**config.mk**
```make
export PLATFORM = sky130hd
export DESIGN_NAME = spi_byte_sequencer
export DESIGN_NICKNAME = d
export VERILOG_FILES = /design/src/rtl/spi_pkg.sv /design/src/rtl/spi_byte_fifo.sv /design/src/rtl/spi_byte_sequencer.sv
export SDC_FILE = /design/constraint.sdc
export NUM_CORES = 1
export LEC_CHECK = 0
export BUFFER_PORTS_ARGS = -buffer_cell sky130_fd_sc_hd__buf_2
export CAP_MARGIN = 20
export CORE_MARGIN = 2
export CORE_UTILIZATION = 54
export CTS_CLUSTER_SIZE = 25
export DETAILED_ROUTE_END_ITERATION = 12
export PLACE_DENSITY_LB_ADDON = 0.1
export SLEW_MARGIN = 20
export SYNTH_ARGS = -nofsm -noshare
export SYNTH_HDL_FRONTEND = slang
export SYNTH_HIERARCHICAL = 1
export SYNTH_SLANG_ARGS = --single-unit
```
**constraint.sdc**
```tcl
create_clock -name clk -period 2.3 [get_ports clk]
set_clock_uncertainty 0.15 [all_clocks]
set_input_delay 0.46 -clock clk [delete_from_list [all_inputs] [get_ports clk]]
set_output_delay 0.46 -clock clk [all_outputs]
set_load 0.005 [all_outputs]
```
**src/rtl/spi_pkg.sv**
```systemverilog
// spi_pkg: shared FSM state encoding and parameter defaults for the SPI byte sequencer.
package spi_pkg;
    localparam int DEPTH_DEF = 8;
    localparam int TMO_DEF   = 1024;
    typedef enum logic [1:0] {
        IDLE      = 2'd0,
        LAUNCH    = 2'd1,
        WAIT_DONE = 2'd2,
        CAPTURE   = 2'd3
    } state_e;
endpackage

```
**src/rtl/spi_byte_fifo.sv**
```systemverilog
// spi_byte_fifo: DEPTH-entry byte FIFO with extra-MSB wrap pointers, no fall-through.
//   clk, rst          clock, asynchronous active-high reset
//   wr_data, wr_en    push side; push is refused while full
//   full              no room for another byte
//   rd_data, rd_en    pop side; rd_data is the head, forced to 0 while empty
//   empty             no byte stored
module spi_byte_fifo
    import spi_pkg::*;
#(
    parameter int DEPTH = DEPTH_DEF
) (
    input  logic       clk,
    input  logic       rst,
    input  logic [7:0] wr_data,
    input  logic       wr_en,
    output logic       full,
    output logic [7:0] rd_data,
    input  logic       rd_en,
    output logic       empty
);
    localparam int AW = $clog2(DEPTH);
    logic [AW:0] wr_q, wr_d, rd_q, rd_d;
    logic [7:0]  mem_q [DEPTH];
    logic        push, pop;
    always_comb begin
        empty   = wr_q == rd_q;
        full    = (wr_q[AW] != rd_q[AW]) && (wr_q[AW-1:0] == rd_q[AW-1:0]);
        push    = wr_en && !full;
        pop     = rd_en && !empty;
        wr_d    = wr_q + (AW+1)'(push);
        rd_d    = rd_q + (AW+1)'(pop);
        rd_data = empty ? 8'h00 : mem_q[rd_q[AW-1:0]];
    end
    always_ff @(posedge clk or posedge rst) begin
        if (rst) begin
            wr_q <= '0;
            rd_q <= '0;
        end else begin
            wr_q <= wr_d;
            rd_q <= rd_d;
        end
    end
    always_ff @(posedge clk) begin
        if (push) mem_q[wr_q[AW-1:0]] <= wr_data;
    end
endmodule

```
**src/rtl/spi_byte_sequencer.sv**
```systemverilog
// spi_byte_sequencer: feeds host bytes one at a time to an SPI master and buffers the replies.
//   clk, rst                    clock, asynchronous active-high reset
//   tx_data/tx_valid/tx_ready   host -> TX FIFO byte stream
//   rx_data/rx_valid/rx_ready   RX FIFO -> host byte stream
//   spi_data/spi_en             byte and transfer request to the SPI master
//   spi_busy/spi_rdata          master busy (unsynchronized) and received byte
//   active                      FSM not in IDLE
//   err_tmo/err_ovf/clr_err     sticky launch-timeout / RX-overflow flags and their clear
module spi_byte_sequencer
    import spi_pkg::*;
#(
    parameter int DEPTH = DEPTH_DEF,
    parameter int TMO   = TMO_DEF
) (
    input  logic       clk,
    input  logic       rst,
    input  logic [7:0] tx_data,
    input  logic       tx_valid,
    output logic       tx_ready,
    output logic [7:0] rx_data,
    output logic       rx_valid,
    input  logic       rx_ready,
    output logic [7:0] spi_data,
    output logic       spi_en,
    input  logic       spi_busy,
    input  logic [7:0] spi_rdata,
    output logic       active,
    output logic       err_tmo,
    output logic       err_ovf,
    input  logic       clr_err
);
    localparam int CW = $clog2(TMO) + 1;
    state_e        state_q, state_d;
    logic [CW-1:0] tmo_q, tmo_d;
    logic [7:0]    spi_data_q, spi_data_d, tx_head;
    logic          err_tmo_q, err_tmo_d, err_ovf_q, err_ovf_d;
    logic          busy_m_q, busy_s_q, rst_m_q, rst_s_q;
    logic          tx_full, tx_empty, tx_pop, rx_full, rx_empty, rx_push, tmo_set, ovf_set;

    spi_byte_fifo #(.DEPTH(DEPTH)) u_tx (
        .clk(clk), .rst(rst), .wr_data(tx_data), .wr_en(tx_valid), .full(tx_full),
        .rd_data(tx_head), .rd_en(tx_pop), .empty(tx_empty)
    );
    spi_byte_fifo #(.DEPTH(DEPTH)) u_rx (
        .clk(clk), .rst(rst), .wr_data(spi_rdata), .wr_en(rx_push), .full(rx_full),
        .rd_data(rx_data), .rd_en(rx_ready), .empty(rx_empty)
    );

    // rst_s_q keeps the FSM parked in IDLE for two clocks after rst is released.
    always_ff @(posedge clk or posedge rst) begin
        if (rst) begin
            busy_m_q <= 1'b0;
            busy_s_q <= 1'b0;
            rst_m_q  <= 1'b1;
            rst_s_q  <= 1'b1;
        end else begin
            busy_m_q <= spi_busy;
            busy_s_q <= busy_m_q;
            rst_m_q  <= 1'b0;
            rst_s_q  <= rst_m_q;
        end
    end

    always_comb begin
        state_d    = state_q;
        tmo_d      = tmo_q;
        spi_data_d = spi_data_q;
        tx_pop     = 1'b0;
        rx_push    = 1'b0;
        tmo_set    = 1'b0;
        ovf_set    = 1'b0;
        if (!rst_s_q) begin
            case (state_q)
                IDLE: if (!tx_empty && !busy_s_q) begin
                    state_d    = LAUNCH;
                    tx_pop     = 1'b1;
                    spi_data_d = tx_head;
                    tmo_d      = '0;
                end
                LAUNCH: if (busy_s_q) state_d = WAIT_DONE;
                    else if (tmo_q == CW'(TMO - 1)) begin
                        state_d = IDLE;
                        tmo_set = 1'b1;
                    end else tmo_d = tmo_q + 1'b1;
                WAIT_DONE: if (!busy_s_q) state_d = CAPTURE;
                CAPTURE: begin
                    state_d = IDLE;
                    rx_push = !rx_full;
                    ovf_set = rx_full;
                end
                default: state_d = IDLE;
            endcase
        end
        // A set event in the same cycle as clr_err wins.
        err_tmo_d = tmo_set || (err_tmo_q && !clr_err);
        err_ovf_d = ovf_set || (err_ovf_q && !clr_err);
    end

    always_ff @(posedge clk or posedge rst) begin
        if (rst) begin
            state_q    <= IDLE;
            tmo_q      <= '0;
            spi_data_q <= 8'h00;
            err_tmo_q  <= 1'b0;
            err_ovf_q  <= 1'b0;
        end else begin
            state_q    <= state_d;
            tmo_q      <= tmo_d;
            spi_data_q <= spi_data_d;
            err_tmo_q  <= err_tmo_d;
            err_ovf_q  <= err_ovf_d;
        end
    end

    assign tx_ready = !tx_full;
    assign rx_valid = !rx_empty;
    assign spi_data = spi_data_q;
    assign spi_en   = state_q == LAUNCH;
    assign active   = state_q != IDLE;
    assign err_tmo  = err_tmo_q;
    assign err_ovf  = err_ovf_q;
endmodule

```
==> results_dict.tcl <==
set metrics [dict create \
    fill_cells 942 \
    synth-edff-count 128 \
    cp.arrival_ps 1810 \
    timing.hold.ws_ps 122.1 \
    fp.dieW_um 120.0 \
    initial_core_util_pct 55.07 \
    critPathSlowestCell "dfrtp_1" \
    hpwl_um 9353 \
    htree_levels 4 \
    violations "negative setup slack" \
    synthArstFlopShare_pct 25.15 \
    area_delta_synth_final_pct 20.41 \
    fp.dieH_um 120.0 \
    synth-seq-area-share_pct 67.77 \
    grt_pass1_wl_um 22810 \
    synth.distinct_cells 50 \
    n_antenna_cell 0 \
    wl_per_cell_um 19.86 \
    cts.reportedPaths.clkPinSlew_ps 60 \
    crit_chain "buf_6 > nor2b_4 > a22oi_2 > and3_1 > buf_2" \
    cts_tree "yes" \
    grt_pass1_vias 4197 \
    power_density_mw_per_mm2 1265 \
    max_cap_violations 0 \
    rsz0062_at_grt "true" \
    cts_buffer_depth 2 \
    vias 4221 \
    dieArea_mm2 0.01439 \
    pre_cts_slack_ps 29.27 \
    peakVddDrop_v 0.0007193 \
    synthFlopType "edfxtp_1" \
    synth_nets 497 \
    hold_viol_final 0 \
    syn_area_per_cell_um2 15.59 \
    drv_slew 0 \
    min_period_ps 2416 \
    cp_max_fo 8 \
    clk_latency_ps 420 \
    grt_max_degree 34 \
    slowest_delay_ps 420 \
    rrSetupSlack_ps 70 \
    hp-class "in -> reg" \
    multi_input_area_mm2 0.002312 \
    setup.worst_path.start "u_rx/rd_q[2]" \
    rows 42 \
    place.gp.congestion 0.7973 \
    required_ps 1690 \
    cts_sinks 171 \
    io-pin-count 44 \
    grt_antenna_before_repair 0 \
    grtUsageTotal_pct 21.39 \
    synthCells 466 \
    reg2regPathDepth 8 \
    clockRootBuffer "clkbuf_16" \
    seq_area_mm2 0.004926 \
    crit_path_end "rx_data[0]" \
    synth.cell_area_mm2 0.007263 \
    p_leak_nw 3.410 \
    end_kind "output pin" \
    r2r-start "u_tx/rd_q[0]" \
    outcome "finished with violations" \
    setup_violations 8 \
    fin_nets 582 \
    yosysWarnings 6 \
    layout_setup_ws_ps -116.0 \
    route.detailed.drc 0 \
    fin_crit_sh_pct 105.0 \
    drtAntennaViolNets 0 \
    r2r-end "tmo_q[3]" \
    cts_buffers 17 \
    ys_seq_elements 171 \
    coreArea_mm2 0.01319 \
    grt_remaining_overflow 0 \
    port_buffers 43 \
    slew_headroom_pct 59.21 \
    wirelength_um 14690 \
    critical_path_class "reg -> out" \
    via_per_inst 5.704 \
    first_iter_violations 294 \
    worstSetupStartpointType "flip-flop" \
    drt_pass1_iterations 4 \
    max_freq_mhz 413.9 \
    drive_gt1_share_pct 31.91 \
    tightest_slew_ps 611.3 \
]
worst min-delay path by stage:
stage	from	endpoint	slack, ps	cells after the start
2_1_floorplan	rst	u_rx/rd_q[0]	130	1
6_report	clr_err	err_ovf	120	2
3_3_place_gp	busy_m_q	busy_s_q	190	0
5_1_grt	clr_err	err_ovf	110	2
4_1_cts	clr_err	err_ovf	100	2
3_5_place_dp	busy_m_q	busy_s_q	190	0
final cells by class:
class                      count  share of cell area (%)
timing repair buffer          88                   6.810
clock inverter                 9                   1.531
clock buffer                  23                   5.722
sequential                   171                   56.32
inverter                      14                  0.6581
tap                          176                   2.518
multi-input combinational    259                   26.44
per-stage QoR:
step           power (mW)  TNS (ps)  instances  cell area (µm²)  util [%]
3_3_place_gp        7.572         0        701             7869     59.66
4_1_cts             10.80    -831.1        736             8588     65.11
5_1_grt             11.59     -1458        740             8746     66.31
2_1_floorplan       6.550    -708.2        466             7305         -
6_report            11.06    -773.6        740             8746     66.31
3_5_place_dp        7.661         0        701             7869     59.66
synthesized netlist by cell type, types with 2 or more instances:
master / count / area, µm²
o31ai_1: 4 / 30.03
mux2i_1: 65 / 650.6
edfxtp_1: 128 / 3844
inv_1: 12 / 45.04
xor2_1: 4 / 35.03
o311ai_0: 2 / 17.52
nand3_1: 5 / 25.02
and3_1: 20 / 125.1
nor4_2: 5 / 62.56
buf_1: 2 / 7.510
and2_1: 7 / 43.79
a22oi_1: 32 / 240.2
nor2b_1: 6 / 37.54
dfrtp_1: 41 / 1026
ha_1: 9 / 112.6
nor2_1: 12 / 45.04
mux2_2: 8 / 90.09
nor4b_2: 6 / 90.09
nand4b_2: 2 / 30.03
o31ai_2: 2 / 25.02
or3_1: 3 / 18.77
buf_4: 8 / 60.06
nand2b_1: 3 / 18.77
dfstp_2: 2 / 52.55
inv_4: 2 / 12.51
or2_2: 2 / 12.51
clkbuf_2: 2 / 10.01
nand4_1: 4 / 25.02
nor3b_1: 4 / 30.03
a21boi_0: 2 / 15.01
a221o_1: 2 / 20.02
nand4_2: 2 / 25.02
buf_6: 5 / 56.30
buf_2: 4 / 20.02
nand2_1: 13 / 48.80
o21ai_0: 11 / 55.05
xnor2_1: 12 / 105.1
flip-flops by register name (all words and copies together) (netlist names), named ones only:
signal	flops
u_rx/mem_q	64
u_tx/rd_q	4
busy_s_q	1
rst_m_q	1
err_ovf	1
u_rx/wr_q	4
spi_data	8
state_q	1
u_tx/mem_q	64
rst_s_q	1
tmo_q	11
busy_m_q	1
err_tmo	1
u_tx/wr_q	4
u_rx/rd_q	4
power by group:
group | switching (mW) | internal, mW
sequential | 0.322 | 3.81
clock | 1.12 | 1.87
combinational | 2.08 | 1.85
total | 3.53 | 7.53
per-layer routing:
metal	global-route usage, %	routed length (µm)	vias up
met1	31.23	6990	2136
met4	6.029	138	0
li1	-	-	1969
met2	32.46	6952	105
met3	4.943	613	11
met5	0	0	-
timing repair:
item                                    CTS  global route
gates resized for setup                  14            22
hold buffers                              2             0
endpoints found under the setup margin   18            65
hold endpoints to repair                 42             0
pin swaps                                 3             9
cloned                                    0             1
buffers inserted                          1             4
placed cells by master, fill, tap and decap left out, drive strengths merged, types with 4 or more instances in the layout:
cell type	synthesis	layout
edfxtp	128	128
buf	19	85
mux2i	65	65
dfrtp	41	41
a22oi	32	32
clkbuf	3	24
and3	20	20
inv	14	15
nand2	13	13
nor2	12	12
xnor2	12	12
o21ai	11	11
ha	9	9
mux2	8	8
and2	7	7
nor4b	6	6
nor4	6	6
nor2b	6	6
nand4	6	6
o31ai	6	6
nand3	5	5
xor2	4	4
or3	4	4
clkinv	0	4
nor3b	4	4
critical path: cells and delay by family, from the launching register on:
kind | cells | cell delay (ps)
AO/OA/AOI/OAI | 1 | 170
buffers and inverters | 2 | 270
flip-flops | 1 | 420
AND/OR/NAND/NOR | 2 | 530
logic make-up (layout without fill, tap and decap cells):
group | Yosys count | in the layout | share of synthesized area (%)
compound gates | 60 | 60 | 6.081
xor+xnor | 16 | 16 | 1.929
fa+ha+maj | 9 | 9 | 1.550
buf+inv | 36 | 134 | 2.963
flops | 171 | 171 | 67.77
mux | 73 | 73 | 10.20
other cells | 1 | 1 | 0.05163
simple gates | 100 | 100 | 9.457
(Power assumes the default switching activity.)
